### config.mk
export PLATFORM = sky130hd
export DESIGN_NAME = fb_write_arbiter
export DESIGN_NICKNAME = d
export VERILOG_FILES = /design/src/rtl/fb_pkg.sv /design/src/rtl/fb_write_arbiter_clear_sequencer.sv /design/src/rtl/fb_write_arbiter.sv
export SDC_FILE = /design/constraint.sdc
export NUM_CORES = 1
export LEC_CHECK = 0
export ABC_AREA = 1
export CAP_MARGIN = 25
export CORE_AREA = 2 2 79 81
export DETAILED_ROUTE_END_ITERATION = 6
export DIE_AREA = 0 0 81 83
export PLACE_DENSITY = 0.78
export SETUP_SLACK_MARGIN = 0.3
export SLEW_MARGIN = 10
export SYNTH_ARGS = -nofsm -noshare
export SYNTH_HDL_FRONTEND = slang
export SYNTH_HIERARCHICAL = 1
export SYNTH_SLANG_ARGS = --single-unit
### constraint.sdc
create_clock -name clk_in -period 1.8 [get_ports clk_in]
set_input_delay 0.36 -clock clk_in [delete_from_list [all_inputs] [get_ports clk_in]]
set_output_delay 0.36 -clock clk_in [all_outputs]
set_load 0.01 [all_outputs]
### src/rtl/fb_pkg.sv
// Frame-buffer shared definitions: default geometry, pixel and address
// types, and the port-B arbiter state encoding.
package fb_pkg;
  localparam int FB_DEPTH    = 320*240;
  localparam int FB_ADDR_W   = 17;
  localparam int COLOR_DEPTH = 12;

  typedef logic [FB_ADDR_W-1:0]   fb_addr_t;
  typedef logic [COLOR_DEPTH-1:0] fb_pixel_t;

  typedef enum logic {IDLE, CLEAR} arb_state_t;
endpackage

### src/rtl/fb_write_arbiter_clear_sequencer.sv
// clear_sequencer: walks a pointer 0..DEPTH-1 across the frame buffer.
// Ports:
//   clk_in, rst_in : pixel clock, async active-low reset
//   start          : request a sweep (ignored while a sweep is active)
//   advance        : arbiter granted the current ptr a clear write this cycle
//   ptr            : address of the next clear write
//   busy           : sweep pending or in progress (registered state)
//   done           : one-cycle pulse aligned with the final clear write output
module clear_sequencer
  import fb_pkg::*;
#(
  parameter int DEPTH  = FB_DEPTH,
  parameter int ADDR_W = FB_ADDR_W
) (
  input  logic              clk_in,
  input  logic              rst_in,
  input  logic              start,
  input  logic              advance,
  output logic [ADDR_W-1:0] ptr,
  output logic              busy,
  output logic              done
);
  localparam logic [ADDR_W-1:0] LAST = ADDR_W'(DEPTH-1);

  arb_state_t        state, state_nxt;
  logic [ADDR_W-1:0] ptr_nxt;
  logic              done_nxt;

  always_comb begin
    state_nxt = state;
    ptr_nxt   = ptr;
    done_nxt  = 1'b0;
    case (state)
      IDLE: if (start) begin
        state_nxt = CLEAR;
        ptr_nxt   = '0;
      end
      CLEAR: if (advance) begin
        // Terminal compare is against the real depth, so ptr never wraps.
        if (ptr == LAST) begin
          state_nxt = IDLE;
          done_nxt  = 1'b1;
        end else begin
          ptr_nxt = ptr + 1'b1;
        end
      end
      default: state_nxt = IDLE;
    endcase
  end

  always_ff @(posedge clk_in or negedge rst_in) begin
    if (!rst_in) begin
      state <= IDLE;
      ptr   <= '0;
      done  <= 1'b0;
    end else begin
      state <= state_nxt;
      ptr   <= ptr_nxt;
      done  <= done_nxt;
    end
  end

  // State is a register, so busy drops in the same cycle done rises.
  assign busy = (state == CLEAR);
endmodule

### src/rtl/fb_write_arbiter.sv
// fb_write_arbiter: owns BRAM port B of the IIR/VSG frame buffers.
// The trail_iir stream always wins; the clear sweep fills idle cycles.
// Optional macro FB_ARB_AUTOCLEAR_EN: start a sweep every AUTO_FRAMES
// frame_done pulses (skipped if a sweep is already running).
// Ports:
//   clk_in, rst_in                        : pixel clock, async active-low reset
//   strm_valid_in/addr_in/data_in         : IIR update write
//   clear_start_in                        : one-cycle clear request
//   frame_done_in                         : end-of-frame pulse (autoclear only)
//   web_out, addrb_out, dinb_out          : registered port-B write
//   clear_busy_out, clear_done_out        : sweep status
module fb_write_arbiter
  import fb_pkg::*;
#(
  parameter int                DEPTH       = FB_DEPTH,
  parameter int                ADDR_W      = FB_ADDR_W,
  parameter int                DATA_W      = COLOR_DEPTH,
  parameter logic [DATA_W-1:0] CLEAR_VALUE = '0,
  parameter int                AUTO_FRAMES = 64
) (
  input  logic              clk_in,
  input  logic              rst_in,
  input  logic              strm_valid_in,
  input  logic [ADDR_W-1:0] strm_addr_in,
  input  logic [DATA_W-1:0] strm_data_in,
  input  logic              clear_start_in,
  input  logic              frame_done_in,
  output logic              web_out,
  output logic [ADDR_W-1:0] addrb_out,
  output logic [DATA_W-1:0] dinb_out,
  output logic              clear_busy_out,
  output logic              clear_done_out
);
  logic              busy, done, start, advance, auto_start;
  logic [ADDR_W-1:0] ptr;

  // Sweep only takes cycles the stream leaves free.
  assign advance = busy & ~strm_valid_in;
  assign start   = clear_start_in | auto_start;

`ifdef FB_ARB_AUTOCLEAR_EN
  localparam int CNT_W = ($clog2(AUTO_FRAMES) > 6) ? $clog2(AUTO_FRAMES) : 6;
  logic [CNT_W-1:0] frame_cnt;
  logic             frame_hit;

  assign frame_hit  = frame_done_in && (frame_cnt == CNT_W'(AUTO_FRAMES-1));
  // Counter restarts on the hit even when busy; that auto start is dropped.
  assign auto_start = frame_hit & ~busy;

  always_ff @(posedge clk_in or negedge rst_in) begin
    if (!rst_in)            frame_cnt <= '0;
    else if (frame_hit)     frame_cnt <= '0;
    else if (frame_done_in) frame_cnt <= frame_cnt + 1'b1;
  end
`else
  localparam int unused_auto_frames = AUTO_FRAMES;
  logic unused_frame_done;
  assign unused_frame_done = frame_done_in;
  assign auto_start        = 1'b0;
`endif

  clear_sequencer #(.DEPTH(DEPTH), .ADDR_W(ADDR_W)) u_seq (
    .clk_in  (clk_in),
    .rst_in  (rst_in),
    .start   (start),
    .advance (advance),
    .ptr     (ptr),
    .busy    (busy),
    .done    (done)
  );

  // Address/data hold on idle cycles to avoid needless BRAM input toggling.
  always_ff @(posedge clk_in or negedge rst_in) begin
    if (!rst_in) begin
      web_out   <= 1'b0;
      addrb_out <= '0;
      dinb_out  <= '0;
    end else if (strm_valid_in) begin
      web_out   <= 1'b1;
      addrb_out <= strm_addr_in;
      dinb_out  <= strm_data_in;
    end else if (advance) begin
      web_out   <= 1'b1;
      addrb_out <= ptr;
      dinb_out  <= CLEAR_VALUE;
    end else begin
      web_out   <= 1'b0;
    end
  end

  assign clear_busy_out = busy;
  assign clear_done_out = done;
endmodule

======== After elaboration in Yosys (flattened, before gate mapping) ========
Cells that the tools add are included.
storage, ports and cells
  bits in registers ....................... 49
  logic and storage cells ................. 33
  output and inout port bits .............. 32
  input port bits ......................... 34
operators by class
  mux-type cells .......................... 17
  bitwise operators ....................... 3
  equality and inequality tests ........... 4
  reductions and logical operators ........ 2
  add/sub/neg operators ................... 1
operators by type and width
  operator                 count
  $mux W17                 5
  $pmux W17 S2             1
  $mux W12                 2
  $add A17 B1 Y17 const B  1
  $eq A17 B17 Y1 const B   1
  $mux W1                  8
  $ne A2 B2 Y1 const B     3
  $reduce_and A3 Y1        1
  $not A1 Y1               2
  $pmux W1 S2              1
  $reduce_bool A2 Y1       1
  $and A1 B1 Y1            1

======== Logic depth before layout (Yosys ltp) ========
  depth in word-level cells ............... 4
  mapped depth ............................ 11
  mapped depth without buffers ............ 10

======== Hierarchy ========
The synthesis kept the hierarchy.
by module, submodules not included
  module            sequential area each (um2)  instances  cells each  area an instance (um2)
  fb_write_arbiter  750.7                       1          148         1621.6
  clear_sequencer   475.5                       1          174         1231.2

======== Worst setup path after synthesis ========
No wires, ideal clock.
  path type ............................... register -> register
  start ................................... register u_seq.state (netlist: u_seq/busy)
  end ..................................... register u_seq.ptr[5]
  arrival time ............................ 1.433 ns
  slack ................................... 0.249 ns
  setup time .............................. 0.118 ns
  cell stages (with the launch flop) ...... 11
  required time ........................... 1.682 ns
  buffers on the path ..................... 3
  period minus slack after synthesis ...... 1.551 ns
  path through ............................ dfrtp_1 > buf_6 > buf_4 > inv_1 > nor2_1 > nand2_1 > inv_1 > nand2_4 > nand2_4 > buf_6 > o21ai_2
on the way
  cells in the longest elaborated chain, start to end .. 3
  elaborated cells between the ends (all ways) .. 7
  those cells by class .................... eq/ne (3); mux (1); bitwise (2); reduce/logical (1)
ends and longest elaborated chain
  item                         RTL line                                RTL
  start: declaration           fb_write_arbiter_clear_sequencer.sv:25  arb_state_t state, state_nxt;
  start signal: assignment     fb_write_arbiter_clear_sequencer.sv:57  state <= state_nxt;
  $and A1 B1 Y1                fb_write_arbiter.sv:38                  assign advance = busy & ~strm_valid_in;
  named net advance            fb_write_arbiter.sv:34                  logic busy, done, start, advance, auto_start;
  $ne A2 B2 Y1 (no line)       -
  $reduce_and A3 Y1 (no line)  -
  end signal: assignment       fb_write_arbiter_clear_sequencer.sv:58  ptr <= ptr_nxt;
  end: declaration             fb_write_arbiter_clear_sequencer.sv:19  output logic [ADDR_W-1:0] ptr,
The timed path passes the listed nets, and every way through them passes these cells.
A chain may end at the register's enable or synchronous reset.

======== Worst setup path in the final report ========
  start ................................... register u_seq.ptr[0]
  end ..................................... register u_seq.ptr[11]
on the way
  cells in the longest elaborated chain, start to end .. 4
  elaborated cells between the ends (all ways) .. 7
  those cells by class .................... add/sub (1); eq/ne (2); mux (3); reduce/logical (1)
ends and longest elaborated chain
  item             RTL line                                RTL
  $add A17 B1 Y17  fb_write_arbiter_clear_sequencer.sv:44  ptr_nxt = ptr + 1'b1;
  $mux W17         fb_write_arbiter_clear_sequencer.sv:40  if (ptr == LAST) begin
  $mux W17         fb_write_arbiter_clear_sequencer.sv:38  CLEAR: if (advance) begin
  $pmux W17 S2     fb_write_arbiter_clear_sequencer.sv:33  case (state)
Parallel ways exist; a longest one is shown, timed or not. The select of a mux whose other input is x is not followed.

==> results.md <==
- The type of the most critical hold path is in -> async.
- The power per standard cell area is 678 mW/mm².
- The setup-violating endpoint count in the final report is 0.
- The total routing usage reported by global routing is 21.3%.
- The count of input and output buffers is 64.
- Of all flip-flops after synthesis, the portion carrying an async set or reset was 100%.
- The critical path goes through ha_4 -> nand3_4 -> nor3_4 -> nand2_4 -> nand2_8 -> buf_4 -> nand3_1 -> o21ai_0.
- The combined area of the multi-input logic cells is 0.00156 mm².
- Synthesis instantiated 28 different standard cells from the library.
- The number of top-level pins is 66.
- Setup repair after global routing could not meet its margin everywhere.
- The number of enable-type register cells in the synthesized netlist is 0.
- The number of warnings printed during yosys synthesis is 6.
- The internal reg-to-reg setup slack is 0.19 ns.
- Measured on the finished design, the core utilization comes to 67.8%.
- The number of hold-slack violations in the final timing report is 0.
- The number of levels in the clock H-tree is 2.
- The via count of the first global-routing pass is 2,550.
- The sequential cells in the finished layout cover a total of 0.00123 mm².
- The top cell type by area accounts for 43.0% of the synthesized area.
- Using the TritonRoute via totals, the vias-per-cell ratio works out to 5.06.
- The congestion estimate from routability-driven global placement came to 0.852.
- The cell area after synthesis is 0.00285 mm².
- The critical path in this run is classified as reg -> reg.
- Headroom to the max-slew limit came out at 75.3%.
- The worst-case IR drop observed on VDD is 0.414 mV.
- The clock drives 49 sinks.
- The antenna diode instance count is 0.
- The maximum fanout encountered on the critical timing path is 6.
- At the pin with the least slew margin, the transition time is 0.370 ns.
- With fillers left out, the area of the finished cells amounts to 0.00394 mm².
- The root buffer cell chosen for the clock tree is clkbuf_8.
- The setup skew after layout is 0.00842 ns.
- The chip height is 83 µm.
- After detailed routing, the number of remaining DRC violations is 0.
- The residual overflow from global routing is 0.
- The endpoint identified for the worst register-to-register timing path is u_seq/ptr[11].
- The per-cell routed wire length is 13.9 µm.
- The top flip-flop cell by instance count after synthesis is dfrtp_1.
- STA classifies the critical path endpoint as a flop.
- The area inside the core boundary is 0.00582 mm².
- TritonCTS built the clock tree.
- The share of the yosys chip area belonging to registers is 43.0%.
- The via count of the routed design is 2,497.
- Sorting the synthesized cells by area gives the leading types as dfrtp_1 43%, nand2_1 13%, nand3_2 9.5%.
- The number of fillers in the final layout is 487.
- The startpoint kind of the worst setup timing path is a flop.
- The worst slack at placement is 0.0952 ns.
- The worst hold margin is 0.0319 ns.
- The die footprint is 0.00672 mm².
- By count the netlist is led by 97 x nand2_1, 49 x dfrtp_1, 31 x nand3_1.
- For this configuration, the core starts out at a cell density of 49.1%.
- Counting every instance in the synthesized netlist gives 322.
- Based on the critical path, the design can be clocked at up to 620 MHz.
- The number of DRC violations after detailed-routing iteration 0 is 123.
- The count of nets left with antenna violations after detail routing is 0.
- The most frequent cell after synthesis is nand2_1.
- Counting cells, the worst reg-to-reg path comes to 8.
- Summed over all cells, the static leakage comes to 2.18 nW.
- Compared with the post-synthesis result, the final layout area differs by 38.2%.
- Of the cells placed in the final design, the portion with a size suffix greater than 1 is 33.0%.
- The horizontal die dimension is 81 µm.
- The cell area after placement is 0.00362 mm².
- Each instance of the synthesized netlist takes up on average 8.86 µm².
- The latest clock arrival within the worst-skew pair is 0.31 ns.
- The standard-cell row count is 28.
- The number of iterations in the first detailed-routing pass is 4.
- The ratio of final minimum period to clock period is 89.7%.
- Clock-pin slew was measured on the worst setup and hold paths at 0.09 ns.
- After the last flow step, the layout net total stands at 452.
- The maximum cell stage delay along the critical path is 0.43 ns.
- The startpoint identified for the worst register-to-register timing path is u_seq/ptr[0].
- The number of maximum-capacitance violations is 0.
- The setup TNS is 0 ns.
- The run finished with clean final reports.
- The data arrival time of the critical path is 1.83 ns.
- TritonCTS created 5 clock buffers.
- The top cell type by total area after synthesis is dfrtp_1.
- The final critical path time including I/O delays and setup is 1.61 ns.
- The number of antenna violations at the first check in global routing is 0.
- No sink is reached through more buffers than the 2 on the longest clock path.
- When the netlist entered floorplanning its net count stood at 357.
- The total count of max-transition violations in the final report was 0.
- The required time of the critical path is 2.01 ns.
- The placed wire-length estimate after detailed placement is 4560 µm.
- The first-pass GRT wire length is 11,500 µm.
- Once routing completed, OpenROAD measured the worst setup slack at 0.186 ns.
- The wire length after detailed routing is 6850 µm.
- The cell type of the slowest stage on the worst timing path is dfrtp_1.
- The maximum number of pins on one net before global-route repair is 50.
- Synthesis inferred 49 register bits.
flip-flops by register name, summed over array words and instances (netlist names):
signal,flops
dinb_out,12
addrb_out,17
u_seq/ptr,17
u_seq/busy,1
u_seq/done,1
web_out,1
cell usage in the layout (no fill, tap or decap), drive strengths merged:
cell type / n
o21bai: 1
nand3: 59
buf: 36
dlygate4sd2: 32
xor2: 5
clkbuf: 7
nand4: 2
nor2: 31
o21ai: 6
xnor2: 2
ha: 1
nand3b: 2
o22ai: 1
nand2: 134
dfrtp: 49
clkinvlp: 1
clkdlybuf4s50: 31
nor3: 2
inv: 16
routing by layer:
layer	vias to the layer above	share of wire [%]	GRT usage, %
met1	1182	42	26.7
met4	0	1.5	7.09
met5	-	0	0
met3	12	5.5	2.93
li1	1219	-	-
met2	84	51	37.1
logic make-up (layout without fill, tap and decap cells):
| logic type | count (synthesis) | after routing | share of synthesized area (%) |
|---|---|---|---|
| xor gates and xnor gates | 7 | 7 | 2.15 |
| DFF | 49 | 49 | 43.0 |
| and+or+nand+nor | 228 | 230 | 46.2 |
| adders and majority gates | 1 | 1 | 0.439 |
| AOI/OAI and AO/OA | 8 | 8 | 1.67 |
| buffers and inverters | 29 | 123 | 6.54 |
layout make-up:
class	count	area share [%]
Clock buffer	7	2.19
Inverter	16	1.52
Timing Repair Buffer	99	22.8
Clock inverter	1	0.190
Multi-Input combinational cell	246	39.6
Tap cell	75	2.38
Sequential cell	49	31.3
where the power goes:
group	switching [W]	leakage, nW	total [W]	internal [W]
sequential	0.000118	0.627	0.00133	0.00121
combinational	0.000332	1.51	0.000667	0.000334
clock	0.000366	0.0445	0.000679	0.000313
total	0.000817	2.18	0.00267	0.00186
how the worst max path moves through the flow:
stage	startpoint	cells after the start	slack, ns	to
finish	u_seq/ptr[0]	8	0.19	u_seq/ptr[11]
global route	u_seq/ptr[0]	8	0.12	u_seq/ptr[11]
CTS	u_seq/ptr[0]	8	0.30	u_seq/ptr[5]
detailed placement	strm_valid_in	8	0.1	u_seq/ptr[0]
global placement	strm_valid_in	8	0.12	u_seq/ptr[3]
floorplan	u_seq/ptr[0]	9	0.32	u_seq/ptr[8]
critical path: cells and delay by family, from the launching register on:
family,cells,cell delay (ns)
fa+ha+maj,1,0.17
simple gates,5,0.65
buf+inv,1,0.14
flops,1,0.43
compound gates,1,0.12
stage by stage:
stage	std cells	power, W
final	493	0.00267
after global routing	493	0.00282
after CTS	491	0.00264
after detailed placement	465	0.00193
after global placement	465	0.00191
after floorplan	322	0.00165
repair_timing:
action | in CTS | in global routing
cloned | 1 | 1
hold buffers | 0 | 0
gates resized for setup | 37 | 23
endpoints found under the setup margin | 49 | 18
buffers inserted | 17 | 1
pin swaps | 3 | 5
Power figures use the tool's default switching activity.
==> RTL change 1, RTL diff (config.mk and constraints unchanged) <==
Build with the macro `FB_ARB_AUTOCLEAR_EN` defined.
--- a/src/rtl/fb_write_arbiter.sv
+++ b/src/rtl/fb_write_arbiter.sv
@@ -10,4 +10,6 @@
 //   web_out, addrb_out, dinb_out          : registered port-B write
 //   clear_busy_out, clear_done_out        : sweep status
+`define FB_ARB_AUTOCLEAR_EN
+
 module fb_write_arbiter
   import fb_pkg::*;
Check against the original RTL: no difference found for any inputs over 10 cycles, from zero or initial values and one cycle with rst_in low; that may be too few to reach the edited logic, so the function may still have changed.
==> RTL change 1 against the original RTL <==
  * The flow now finishes with violations (negative setup slack)
  * Worst setup slack worse by 0.19 ns
  * Cell area shrank 4.5%
  * Synthesized area shrank 3.4%
  * Count of clock-buffer cells in the layout down 1
  * Sequential cell count rose by 6
  * Global-route usage fell by 0.17 points
  * Sequential share of layout area up 5.3 points
  * Sequential power up 17%
  * Non-clock buffer count is 6 lower
  * Clock skew is essentially flat
  * Power up 11%
  * Wire length is 0.25% lower
  * Core utilization shrank 3.0 points
  * Largest power group unchanged
  * Highest routed layer unchanged
==> RTL change 1: results (changes against the original RTL) <==
origin of the critical flop-to-flop path frame_cnt[0] (was u_seq/ptr[0]); share of layout cells above drive strength 1 18.9% (was 33.0%); largest registers addrb_out (17), u_seq/ptr (17), dinb_out (12) (unchanged); maximum number of buffers from clock root to sink 2 (unchanged); Cell Count, Final, Fillers Out 488 (was 493); count of non-CTS buffers in the layout 93 (was 99); Syn Area/Cell 8.61 um2 (was 8.86 um2); R2R depth 12 (was 8); final number of setup-violating endpoints 1 (was 0); via/cell ratio 5.11 (was 5.06); hold slack 0.399 ns (was 0.0319 ns); synth top area cells dfrtp_1, nand2_1, nand3_1, a22o_1, o21ai_2 (was dfrtp_1, nand2_1, nand3_2, nand2_4, nand3_1); wire length after detailed routing 6840 um (was 6850 um); total placed cells including tap cells 468 (was 465); count of nets after finishing 448 (was 452); CLK BUF 6 (was 7); commonest cells in the synthesized netlist nand2_1, dfrtp_1, nand3_1 (unchanged); fill count 495 (was 487); result of the run finished with violations (was completed); final critical-path setup slack -0.00717 ns (was 0.186 ns); accumulated negative setup slack -0.00717 ns (was 0 ns); post-synth net total 356 (was 357); Power Density 787 nW/um2 (was 678 nW/um2); Critical Path Fanout Max 3 (was 6); total standard cell area after synthesis 2760 um2 (was 2850 um2); worst reg2reg path endpoint u_seq/ptr[14] (was u_seq/ptr[11]); number of non-clock inverters in the layout 22 (was 16); final worst clock skew 0.00874 ns (was 0.00842 ns); sequential fraction of design power 52.5% (was 49.7%); sequential element share of the synthesized area 50.0% (was 43.0%); Util after Layout 64.8% (was 67.8%); Placement Setup Slack -0.381 ns (was 0.0952 ns); largest stage delay on the critical path 0.37 ns (was 0.43 ns); worst-case vdd ir drop 0.000426 V (was 0.000414 V); routability cong. 0.860 (was 0.852); CTS sink count 55 (was 49); count of input and output buffers 65 (was 64); wire length of the first global-routing pass 11300 um (was 11500 um); clock slew at the register clock pins of the worst setup and hold paths 0.10 ns; multi-input gates 235 (was 246); overall track demand over capacity in global routing 21.1% (was 21.3%); fraction of area in clock buffers and inverters 2.26% (was 2.38%); clock share of power 22.9% (was 25.4%); non-clock buffer contribution to total cell area 22.6% (was 22.8%); violations in the final reports negative setup slack; vias in the first global route 2517 (was 2550); leakage power of the design 1.80 nW (was 2.18 nW); initial drt markers 113 (was 123); transition time of the tightest slew-check pin 0.304 ns (was 0.370 ns); largest net degree at the start of global routing 51 (was 50); placed cell area 3590 um2 (was 3620 um2); final HPWL from detailed placement 4740 um (was 4560 um); count of different cell masters after synthesis 27 (was 28); fraction of area in multi-input gates 33.9% (was 39.6%); Worst EP arrival 2.02 ns (was 1.83 ns)
-- RTL change 1: timing repair --
item	4_1_cts	5_1_grt
gates cloned	0	1
buffers inserted	4	6
gates resized for setup	42	7
endpoints found under the setup margin	49	19
hold endpoints to repair	5	0
hold buffers	1	0
pin swaps	9	7
-- RTL change 1: cells by family (layout without fill, tap and decap cells) --
| group | Yosys count | count (layout) | synth area share, % |
|---|---|---|---|
| AND/OR/NAND/NOR | 186 | 187 | 29.9 |
| flip-flops | 55 | 55 | 50.0 |
| AO/OA/AOI/OAI | 35 | 35 | 10.0 |
| buffers and inverters | 31 | 123 | 5.68 |
| XOR/XNOR | 11 | 11 | 3.50 |
| adder cells (fa/ha/maj) | 2 | 2 | 0.908 |
-- RTL change 1: per-layer routing --
| metal | part of all wire [%] | global-route usage, % | wire length, um |
|---|---|---|---|
| met3 | 5.4 | 3.91 | 369 |
| met4 | 1.3 | 4.62 | 86 |
| met1 | 42 | 26.5 | 2900 |
| met5 | 0 | 0 | 0 |
| met2 | 51 | 37.4 | 3480 |
==> RTL change 2, RTL diff (same flow settings) <==
Without the edit above. Register the inputs `strm_valid_in`, `strm_addr_in`, `strm_data_in` and `clear_start_in` before use, without a reset. The logic sees them one clock later. The other inputs are not delayed to match. Comments in the files are not updated.
--- a/src/rtl/fb_write_arbiter.sv
+++ b/src/rtl/fb_write_arbiter.sv
@@ -32,10 +32,23 @@
   output logic              clear_done_out
 );
+
+  logic strm_valid_q;
+  logic [ADDR_W-1:0] strm_addr_q;
+  logic [DATA_W-1:0] strm_data_q;
+  logic clear_start_q;
+
+  always_ff @(posedge clk_in) begin
+    strm_valid_q  <= strm_valid_in;
+    strm_addr_q   <= strm_addr_in;
+    strm_data_q   <= strm_data_in;
+    clear_start_q <= clear_start_in;
+  end
+
   logic              busy, done, start, advance, auto_start;
   logic [ADDR_W-1:0] ptr;
 
   // Sweep only takes cycles the stream leaves free.
-  assign advance = busy & ~strm_valid_in;
-  assign start   = clear_start_in | auto_start;
+  assign advance = busy & ~strm_valid_q;
+  assign start   = clear_start_q | auto_start;
 
 `ifdef FB_ARB_AUTOCLEAR_EN
@@ -76,8 +89,8 @@
       addrb_out <= '0;
       dinb_out  <= '0;
-    end else if (strm_valid_in) begin
+    end else if (strm_valid_q) begin
       web_out   <= 1'b1;
-      addrb_out <= strm_addr_in;
-      dinb_out  <= strm_data_in;
+      addrb_out <= strm_addr_q;
+      dinb_out  <= strm_data_q;
     end else if (advance) begin
       web_out   <= 1'b1;
Behaviour: not the same (a bounded check fails within 4 cycles, from zero or initial values and one cycle with rst_in low).
==> RTL change 2 against the original RTL <==
  * The flow now finishes with violations (negative hold slack)
  * Synthesized area is 22% higher
  * Sequential share of layout area is 8.4 points higher
  * Core utilization is 13 points higher
  * Wire length is 18% higher
  * Power is 49% higher
  * Sequential cell count is 31 higher
  * Worst setup slack better by 0.024 ns
  * Cell area is 19% higher
  * Clock power is 94% higher
==> RTL change 2: results (changes against the original RTL) <==
result of the run finished with violations (was completed); violations in the final reports negative hold slack; overall track demand over capacity in global routing 24.9% (was 21.3%); share of layout cells above drive strength 1 33.9% (was 33.0%); worst-case vdd ir drop 0.000627 V (was 0.000414 V); initial drt markers 191 (was 123); sequential element share of the synthesized area 53.2% (was 43.0%); clock slew at the register clock pins of the worst setup and hold paths approximately 0.08 ns; final hold viol count 3 (was 0); routability cong. 0.899 (was 0.852); total number of H-tree levels 3 (was 2); synth top area cells dfrtp_1, dfxtp_1, nand2_1, nand3_2, nand2_4 (was dfrtp_1, nand2_1, nand3_2, nand2_4, nand3_1); leakage power of the design 2.46 nW (was 2.18 nW); largest net degree at the start of global routing 50 (unchanged); DR pass1 iterations 7 (was 4); clock root cell clkbuf_8 (unchanged); R2R depth 8 (unchanged); maximum number of buffers from clock root to sink 2 (unchanged); largest registers addrb_out (17), strm_addr_q (17), u_seq/ptr (17) (was addrb_out (17), u_seq/ptr (17), dinb_out (12)); transition time of the tightest slew-check pin 0.399 ns (was 0.370 ns); Critical Path Fanout Max 7 (was 6); clock network latency to the later pin of the worst-skew pair 0.34 ns (was 0.31 ns); dominant register cell in the synthesized netlist dfrtp_1 (unchanged); vias post-DR 2785 (was 2497); Synth Warn # 6 (unchanged); count of input and output buffers 64 (unchanged); Hold WC Path Type primary input to asynchronous set/reset pin (unchanged); Worst EP arrival 1.86 ns (was 1.83 ns); CTS Buf Count 9 (was 5); final HPWL from detailed placement 5040 um (was 4560 um); largest stage delay on the critical path roughly 0.42 ns; vias in the first global route 2700 (was 2550); final worst clock skew 0.00844 ns (was 0.00842 ns); number of antenna violations at the first check in global routing 0 (unchanged); post-synth net total 388 (was 357); hold slack -0.00669 ns (was 0.0319 ns); antenna cell count 0 (unchanged); wire length of the first global-routing pass 13000 um (was 11500 um); fill count 384 (was 487); commonest cells in the synthesized netlist nand2_1, dfrtp_1, dfxtp_1, nand3_1, nor2_1 (was nand2_1, dfrtp_1, nand3_1); count of different cell masters after synthesis 29 (was 28); count of nets after finishing 478 (was 452); wire length after detailed routing 8070 um (was 6850 um); asr flop ratio synth 61.3% (was 100%); Slowest cell on crit path dfrtp_1 (unchanged)
[RTL change 2: cell types whose count changed in the layout (fill, tap and decap cells not counted), sizes merged]
cell	before	now
dfxtp	0	31
buf	36	28
clkbuf	7	13
bufinv	0	1
clkinv	0	1
nand2	134	133
[RTL change 2: area by class of cell]
type	instances	area (um2)	share of cell area, %
flip-flops and latches	80	1850	39.6
multi-input cells	245	1630	34.9
repair buffers	91	835	17.8
clock buffers	13	159	3.40
well taps	75	93.8	2.01
inverters	16	62.6	1.34
clock inverters	3	42.5	0.909
[RTL change 2: path summary, 6_finish.rpt]
path / from / end / slack, ns
max: u_seq/ptr[0] / u_seq/ptr[11] / 0.21
min: rst_in / web_out / -0.007
max reg2reg: u_seq/ptr[0] / u_seq/ptr[11] / 0.21
min reg2reg: strm_data_q[8] / dinb_out[8] / 0.43
max in group asynchronous: rst_in / u_seq/busy / 1.55
min in group clk_in: strm_data_q[8] / dinb_out[8] / 0.43
[RTL change 2: kinds of logic after synthesis]
kind of cell    share of synthesized area [%]
compound gates                           1.37
buf+inv                                  5.37
xor+xnor                                 1.77
flops                                    53.2
fa+ha+maj                               0.360
simple gates                             38.0
[RTL change 2: stage by stage]
| stage | hold WS [ns] | util [%] | std cells | cell area, um2 | worst slack [ns] |
|---|---|---|---|---|---|
| final | -0.00669 | 80.5 | 523 | 4680 | 0.210 |
| after global routing | 0.00289 | 80.5 | 523 | 4680 | 0.147 |
| after CTS | 0.00249 | 79.0 | 521 | 4600 | 0.211 |
| after detailed placement | 0.370 | 72.1 | 491 | 4190 | 0.101 |
| after global placement | 0.372 | 72.1 | 491 | 4190 | 0.185 |
| after floorplan | 0.0644 | - | 353 | 3480 | 0.300 |
[RTL change 2: critical path: cells and delay by family, from the launching register on]
family / cells / cell delay [ns]
AO/OA/AOI/OAI: 1 / 0.08
adder cells (fa/ha/maj): 1 / 0.18
buffers and inverters: 1 / 0.16
flip-flops: 1 / 0.42
AND/OR/NAND/NOR: 5 / 0.67
[RTL change 2: per-layer routing]
metal	up-vias	global-route usage, %	wire (um)	share of wire (%)
li1	1307	-	-	-
met5	-	0	0	0
met3	14	5.98	601	7.4
met1	1337	33.8	3390	42
met4	0	5.86	104	1.3
met2	127	40.3	3980	49
[RTL change 2: power breakdown]
part	switching (mW)	internal (mW)	leakage, nW
registers	0.138	1.92	0.887
clock network	0.606	0.716	0.0996
logic	0.315	0.300	1.48
[RTL change 2: timing repair]
item	4_1_cts	5_1_grt
setup endpoints to repair	49	18
setup buffers	12	2
gates cloned	2	0
pin swaps	21	14
gates resized for setup	68	22
